### config.mk
export PLATFORM = sky130hd
export DESIGN_NAME = cursor_colocacion
export DESIGN_NICKNAME = d
export VERILOG_FILES = /design/src/rtl/cursor_colocacion.sv
export SDC_FILE = /design/constraint.sdc
export NUM_CORES = 1
export LEC_CHECK = 0
export CORE_AREA = 2 2 110 112
export DETAILED_ROUTE_END_ITERATION = 16
export DIE_AREA = 0 0 112 114
export PLACE_DENSITY = 0.72
export SYNTH_ARGS = -nofsm -noshare
export SYNTH_HDL_FRONTEND = slang
export SYNTH_SLANG_ARGS = --single-unit
### constraint.sdc
create_clock -name clk -period 2.9 [get_ports clk]
set_input_delay 0.87 -clock clk [delete_from_list [all_inputs] [get_ports clk]]
set_output_delay 0.87 -clock clk [all_outputs]
set_load 0.1 [all_outputs]
### src/rtl/cursor_colocacion.sv
// Ship-placement cursor: synchronises and debounces five active-low buttons,
// moves a ship-sized cursor on a BOARD_N x BOARD_N board and emits a one-cycle
// placement strobe per confirmed ship.
// Optional build macro: CURSOR_WRAP_EN (cursor wraps at board limits instead of saturating).
module cursor_colocacion #(
  parameter int DEBOUNCE_CYCLES = 250000,
  parameter int BOARD_N         = 5
) (
  input  logic       clk,
  input  logic       rst,
  input  logic       btn_up,
  input  logic       btn_down,
  input  logic       btn_left,
  input  logic       btn_right,
  input  logic       btn_confirm,
  input  logic       colocation_ships_State,
  input  logic [2:0] player_ship_amount_define,
  output logic [2:0] i_actual,
  output logic [2:0] j_actual,
  output logic [2:0] player_ships_input_internal,
  output logic       confirm_colocation_button,
  output logic       placing_done
);

  localparam int CW = (DEBOUNCE_CYCLES > 1) ? $clog2(DEBOUNCE_CYCLES) : 1;

  typedef enum logic [1:0] {IDLE, PLACE, DONE} state_t;

  // Bit order: {confirm, right, left, down, up}
  logic [4:0] raw;
  logic [4:0] sync_a, sync_b, sync_c;
  logic [4:0] level, level_q;

  assign raw = {btn_confirm, btn_right, btn_left, btn_down, btn_up};

  // Two-flop synchroniser, a change-detect stage and the previous debounced level
  always_ff @(posedge clk or negedge rst) begin
    if (!rst) begin
      sync_a  <= '1;
      sync_b  <= '1;
      sync_c  <= '1;
      level_q <= '1;
    end else begin
      sync_a  <= raw;
      sync_b  <= sync_a;
      sync_c  <= sync_b;
      level_q <= level;
    end
  end

  for (genvar b = 0; b < 5; b++) begin : g_deb
    logic [CW-1:0] cnt;
    logic          lvl;

    // Debouncer: any change of the synchronised level restarts the count;
    // a differing level is accepted after DEBOUNCE_CYCLES equal samples
    always_ff @(posedge clk or negedge rst) begin
      if (!rst) begin
        cnt <= '0;
        lvl <= 1'b1;
      end else if (sync_b[b] != sync_c[b]) begin
        cnt <= '0;
      end else if (sync_b[b] == lvl) begin
        cnt <= '0;
      end else if (cnt == CW'(DEBOUNCE_CYCLES - 1)) begin
        cnt <= '0;
        lvl <= sync_b[b];
      end else begin
        cnt <= cnt + 1'b1;
      end
    end

    assign level[b] = lvl;
  end

  logic ev_up, ev_down, ev_left, ev_right, ev_confirm;

  // Moves act on press (1->0), placement acts on release (0->1)
  assign ev_up      = level_q[0] & ~level[0];
  assign ev_down    = level_q[1] & ~level[1];
  assign ev_left    = level_q[2] & ~level[2];
  assign ev_right   = level_q[3] & ~level[3];
  assign ev_confirm = ~level_q[4] & level[4];

  state_t     state, state_n;
  logic [2:0] i_q, j_q, idx_q;
  logic [2:0] i_n, j_n, idx_n;
  logic       strobe_q, strobe_n;
  logic       done_q, done_n;
  logic [2:0] amount, ship_len, i_max, j_max;

  assign amount   = (player_ship_amount_define > 3'd5) ? 3'd5 : player_ship_amount_define;
  assign ship_len = idx_q + 3'd1;
  assign i_max    = 3'(BOARD_N - 1);
  assign j_max    = 3'(BOARD_N) - ship_len;

  // State register and registered outputs
  always_ff @(posedge clk or negedge rst) begin
    if (!rst) begin
      state    <= IDLE;
      i_q      <= '0;
      j_q      <= '0;
      idx_q    <= '0;
      strobe_q <= 1'b0;
      done_q   <= 1'b0;
    end else begin
      state    <= state_n;
      i_q      <= i_n;
      j_q      <= j_n;
      idx_q    <= idx_n;
      strobe_q <= strobe_n;
      done_q   <= done_n;
    end
  end

  // Next-state logic; the cycle after the strobe decides between PLACE and DONE
  always_comb begin
    state_n = state;
    unique case (state)
      IDLE: begin
        if (colocation_ships_State)
          state_n = (amount == 3'd0) ? DONE : PLACE;
      end
      PLACE: begin
        if (!colocation_ships_State)
          state_n = IDLE;
        else if (strobe_q && (ship_len == amount))
          state_n = DONE;
      end
      DONE: begin
        if (!colocation_ships_State)
          state_n = IDLE;
      end
      default: state_n = IDLE;
    endcase
  end

  // Output/datapath logic: one action per cycle, confirm > up > down > left > right.
  // The strobe cycle itself takes no action so the confirmed values stay on the outputs.
  always_comb begin
    i_n      = i_q;
    j_n      = j_q;
    idx_n    = idx_q;
    strobe_n = 1'b0;
    done_n   = (state_n == DONE);
    unique case (state)
      PLACE: begin
        if (!colocation_ships_State) begin
          i_n   = '0;
          j_n   = '0;
          idx_n = '0;
        end else if (strobe_q) begin
          idx_n = idx_q + 3'd1;
          i_n   = '0;
          j_n   = '0;
        end else if (ev_confirm) begin
          strobe_n = 1'b1;
        end else if (ev_up) begin
`ifdef CURSOR_WRAP_EN
          i_n = (i_q == 3'd0) ? i_max : i_q - 3'd1;
`else
          i_n = (i_q == 3'd0) ? 3'd0 : i_q - 3'd1;
`endif
        end else if (ev_down) begin
`ifdef CURSOR_WRAP_EN
          i_n = (i_q >= i_max) ? 3'd0 : i_q + 3'd1;
`else
          i_n = (i_q >= i_max) ? i_max : i_q + 3'd1;
`endif
        end else if (ev_left) begin
`ifdef CURSOR_WRAP_EN
          j_n = (j_q == 3'd0) ? j_max : j_q - 3'd1;
`else
          j_n = (j_q == 3'd0) ? 3'd0 : j_q - 3'd1;
`endif
        end else if (ev_right) begin
`ifdef CURSOR_WRAP_EN
          j_n = (j_q >= j_max) ? 3'd0 : j_q + 3'd1;
`else
          j_n = (j_q >= j_max) ? j_max : j_q + 3'd1;
`endif
        end
      end
      DONE: begin
        if (!colocation_ships_State) begin
          i_n   = '0;
          j_n   = '0;
          idx_n = '0;
        end
      end
      default: begin
        i_n   = '0;
        j_n   = '0;
        idx_n = '0;
      end
    endcase
  end

  assign i_actual                    = i_q;
  assign j_actual                    = j_q;
  assign player_ships_input_internal = ship_len;
  assign confirm_colocation_button   = strobe_q;
  assign placing_done                = done_q;

endmodule

==> results.sh <==
export IMPL_status="finished, final reports clean"
export IMPL_stdcell_count=809
export IMPL_hold_slack_ns=0.351
export IMPL_clk_pin_slew_ns=0.05
export IMPL_grt_max_degree=129
export IMPL_final_max_slew_viol_count=0
export IMPL_placedCellCount=777
export IMPL_crit_path_max_incr_delay_ns=0.44
export IMPL_worstPathCellList="ha_1 > xnor2_2 > inv_1 > buf_12"
export IMPL_port_buffers=21
export IMPL_synth_edf_count=0
export IMPL_grt_pass1_wl_mm=19.7
export IMPL_track_usage=0.191
export IMPL_clock_skew_ns=0.00786
export IMPL_vias_per_cell=5.41
export IMPL_clockBufferDepth=2
export IMPL_final_min_clock_period_ns=2.57
export IMPL_rsz0062_at_grt="no"
export IMPL_start_util=0.534
export IMPL_setup_viol=0
export IMPL_ys_warn_count=0
export IMPL_nFillCells=956
export IMPL_holdCritPathClass="reg2reg"
export IMPL_synth_top_cells_by_area="dfrtp_1 41%, dfstp_2 11%, xor2_1 7.4%"
export IMPL_cp_slowest_cell="dfrtp_1"
export IMPL_seq_area_frac_synth=0.517
export IMPL_synth_top_area_share=0.412
export IMPL_slew_headroom=0.546
export IMPL_io_pins=22
export IMPL_ant_nets=0
export IMPL_cts_sinks=128
export IMPL_synth_distinct_cells=54
export IMPL_yosysTopAreaCell="dfrtp_1"
export IMPL_end_kind="primary output"
export IMPL_die_area_mm2=0.0128
export IMPL_synth_compound_area_share=0.0494
export IMPL_dp_hpwl_mm=7.25
export IMPL_vias=4379
export IMPL_place_area_mm2=0.00658
export IMPL_num_rows=40
export IMPL_cts_buffers=17
export IMPL_stdcell_area_mm2=0.00712
export IMPL_finalHoldViolations=0
export IMPL_drc=0
export IMPL_fin_util=0.608
export IMPL_dieWidth_um=112
export IMPL_start_kind="register"
export IMPL_core_mm2=0.0117
export IMPL_multi_input_area_mm2=0.00286
export IMPL_drt_total_wl_mm=10.9
export IMPL_worstPathRequired_ns=2.03
export IMPL_seqCellArea_mm2=0.00323
export IMPL_tightest_slew_ns=0.681
export IMPL_post_route_period_util=0.886
export IMPL_num_antenna_cells=0
export IMPL_synthFlopType="dfrtp_1"
export IMPL_nets=677
export IMPL_grt_remaining_overflow=0
export IMPL_post_cts_resized=0
export IMPL_ys_top_cells_by_count="122 x nor2_1, 103 x dfrtp_1, 53 x xor2_1, 40 x nand2_1, 40 x nand3_1"
export IMPL_max_cap_violations=0
export IMPL_dr_first_iter_drc_count=214
export IMPL_path_max_fanout=6
export IMPL_cp_arrival_ns=1.70
export IMPL_clock_fmax_mhz=389
export IMPL_synth_async_reset_ratio=1.00
export IMPL_dieHeight_um=114
export IMPL_drive_gt1_frac=0.119
export IMPL_synth_fa_ha_area_frac=0.0340
export IMPL_place_gp_congestion=0.796
export IMPL_synthCells=620
export IMPL_synth_xor_area_share=0.113
export IMPL_holdBufCountCts=0
export IMPL_synth_seq_cells=128
export IMPL_syn_area_mm2=0.00625
export IMPL_dr_pass1_iters=4
export IMPL_fin_tns_setup_ns=0
export IMPL_syn2layout_area_growth_pct=13.8
export IMPL_synth_top_family_by_area="simple AND/OR/NAND/NOR gates"
export IMPL_worstSkewPairLatency_ns=0.42
export IMPL_synth_mux_area_frac=0.00840
export IMPL_cts_tree="yes"
export IMPL_yosys_area_share_simple=0.252
export IMPL_power_density_mw_per_mm2=549
export IMPL_yosysMostFrequentCell="nor2_1"
export IMPL_cts_max_level=4
export IMPL_postCtsSetupBuffers=0
export IMPL_syn_avg_cell_area_um2=10.1
export IMPL_synthesis_nets=648
export IMPL_wl_per_cell_um=13.4
export IMPL_p_leak_nw=3.05
export IMPL_ctsRootBufferMaster="clkbuf_16"
export IMPL_antenna_found_initial=0
export IMPL_critPathKind="reg2out"
export IMPL_vdd_drop_max_mv=0.506
export IMPL_grt_pass1_vias=4486
sequential cells by signal, indices dropped and copies added, names as in the netlist, 3 cells and up:
register	flops
g_deb.cnt	90
g_deb.lvl	5
level_q	5
sync_a	5
sync_b	5
sync_c	5
i_actual	3
idx_q	3
j_actual	3
cell families after synthesis:
logic type / count (synthesis)
AND/OR/NAND/NOR: 310
flip-flops: 128
multiplexers: 5
XOR/XNOR: 80
buffers and inverters: 32
AO/OA/AOI/OAI: 48
adder cells (fa/ha/maj): 17
per-layer routing:
layer / global-route usage / share of wire / wire [µm]
met5: 0 / 0 / 0
met4: 0.0878 / 0.019 / 206
met1: 0.231 / 0.47 / 5160
met2: 0.314 / 0.47 / 5080
met3: 0.0616 / 0.039 / 420
critical path, delay by kind of cell, from the launching register on:
kind / cells / cell delay [ns]
buffers and inverters: 2 / 0.31
XOR/XNOR: 1 / 0.25
flip-flops: 1 / 0.44
adder cells (fa/ha/maj): 1 / 0.28
cells in the final DEF (no fill, tap or decap), types with 3 or more instances in the layout:
| master | Yosys | layout |
|---|---|---|
| a21oi_1 | 13 | 13 |
| and2_1 | 5 | 5 |
| and3_1 | 14 | 14 |
| and4_1 | 10 | 10 |
| buf_12 | 0 | 3 |
| buf_4 | 9 | 11 |
| clkbuf_1 | 2 | 5 |
| clkbuf_16 | 0 | 17 |
| clkbuf_8 | 0 | 5 |
| clkdlybuf4s50_1 | 0 | 9 |
| clkinv_2 | 0 | 4 |
| dfrtp_1 | 103 | 103 |
| dfstp_2 | 25 | 25 |
| ha_1 | 17 | 17 |
| inv_1 | 19 | 19 |
| mux2i_1 | 3 | 3 |
| nand2_1 | 40 | 40 |
| nand2b_1 | 12 | 12 |
| nand3_1 | 40 | 40 |
| nand3b_1 | 3 | 3 |
| nand4_1 | 20 | 20 |
| nor2_1 | 122 | 122 |
| nor2b_1 | 6 | 6 |
| nor3_1 | 6 | 6 |
| nor4_1 | 5 | 5 |
| nor4b_1 | 6 | 6 |
| o211ai_1 | 4 | 4 |
| o21ai_0 | 14 | 14 |
| or2_1 | 4 | 4 |
| or3_1 | 4 | 4 |
| xnor2_1 | 26 | 26 |
| xor2_1 | 53 | 53 |
worst paths after layout:
kind / endpoint / slack (ns) / cells after the start / start
worst min-delay path: sync_b[4]$_DFF_PN1_ / 0.35 / 0 / sync_a[4]$_DFF_PN1_
min in group asynchronous: g_deb[1].cnt[9]$_DFF_PN0_ / 0.50 / 2 / rst
max in group asynchronous: g_deb[3].cnt[14]$_DFF_PN0_ / 1.85 / 2 / rst
worst max register to register: j_actual[2]$_DFFE_PN0P_ / 0.71 / 7 / idx_q[0]$_DFFE_PN0P_
worst min register to register: sync_b[4]$_DFF_PN1_ / 0.35 / 0 / sync_a[4]$_DFF_PN1_
worst max-delay path: player_ships_input_internal[2] / 0.33 / 4 / idx_q[0]$_DFFE_PN0P_
area by class of cell:
cell class,instances,area share
clock inverter,5,0.00387
tap,147,0.0258
clock buffer,27,0.0721
sequential,128,0.454
multi-input combinational,460,0.401
inverter,19,0.0100
timing repair buffer,23,0.0327
metrics by stage:
step                total power [W]  setup WS (ns)
floorplan                   0.00195          0.290
global placement            0.00201          0.570
detailed placement          0.00202          0.441
CTS                         0.00396          0.291
global route                0.00406          0.235
finish                      0.00391          0.331
power breakdown:
part | internal, W | leakage (nW) | switching [W]
logic | 0.0000446 | 1.09 | 0.000101
registers | 0.00182 | 1.69 | 0.0000206
clock network | 0.00120 | 0.267 | 0.000723
total | 0.00306 | 3.05 | 0.000845
No activity file was read; power rests on OpenSTA's default activity.
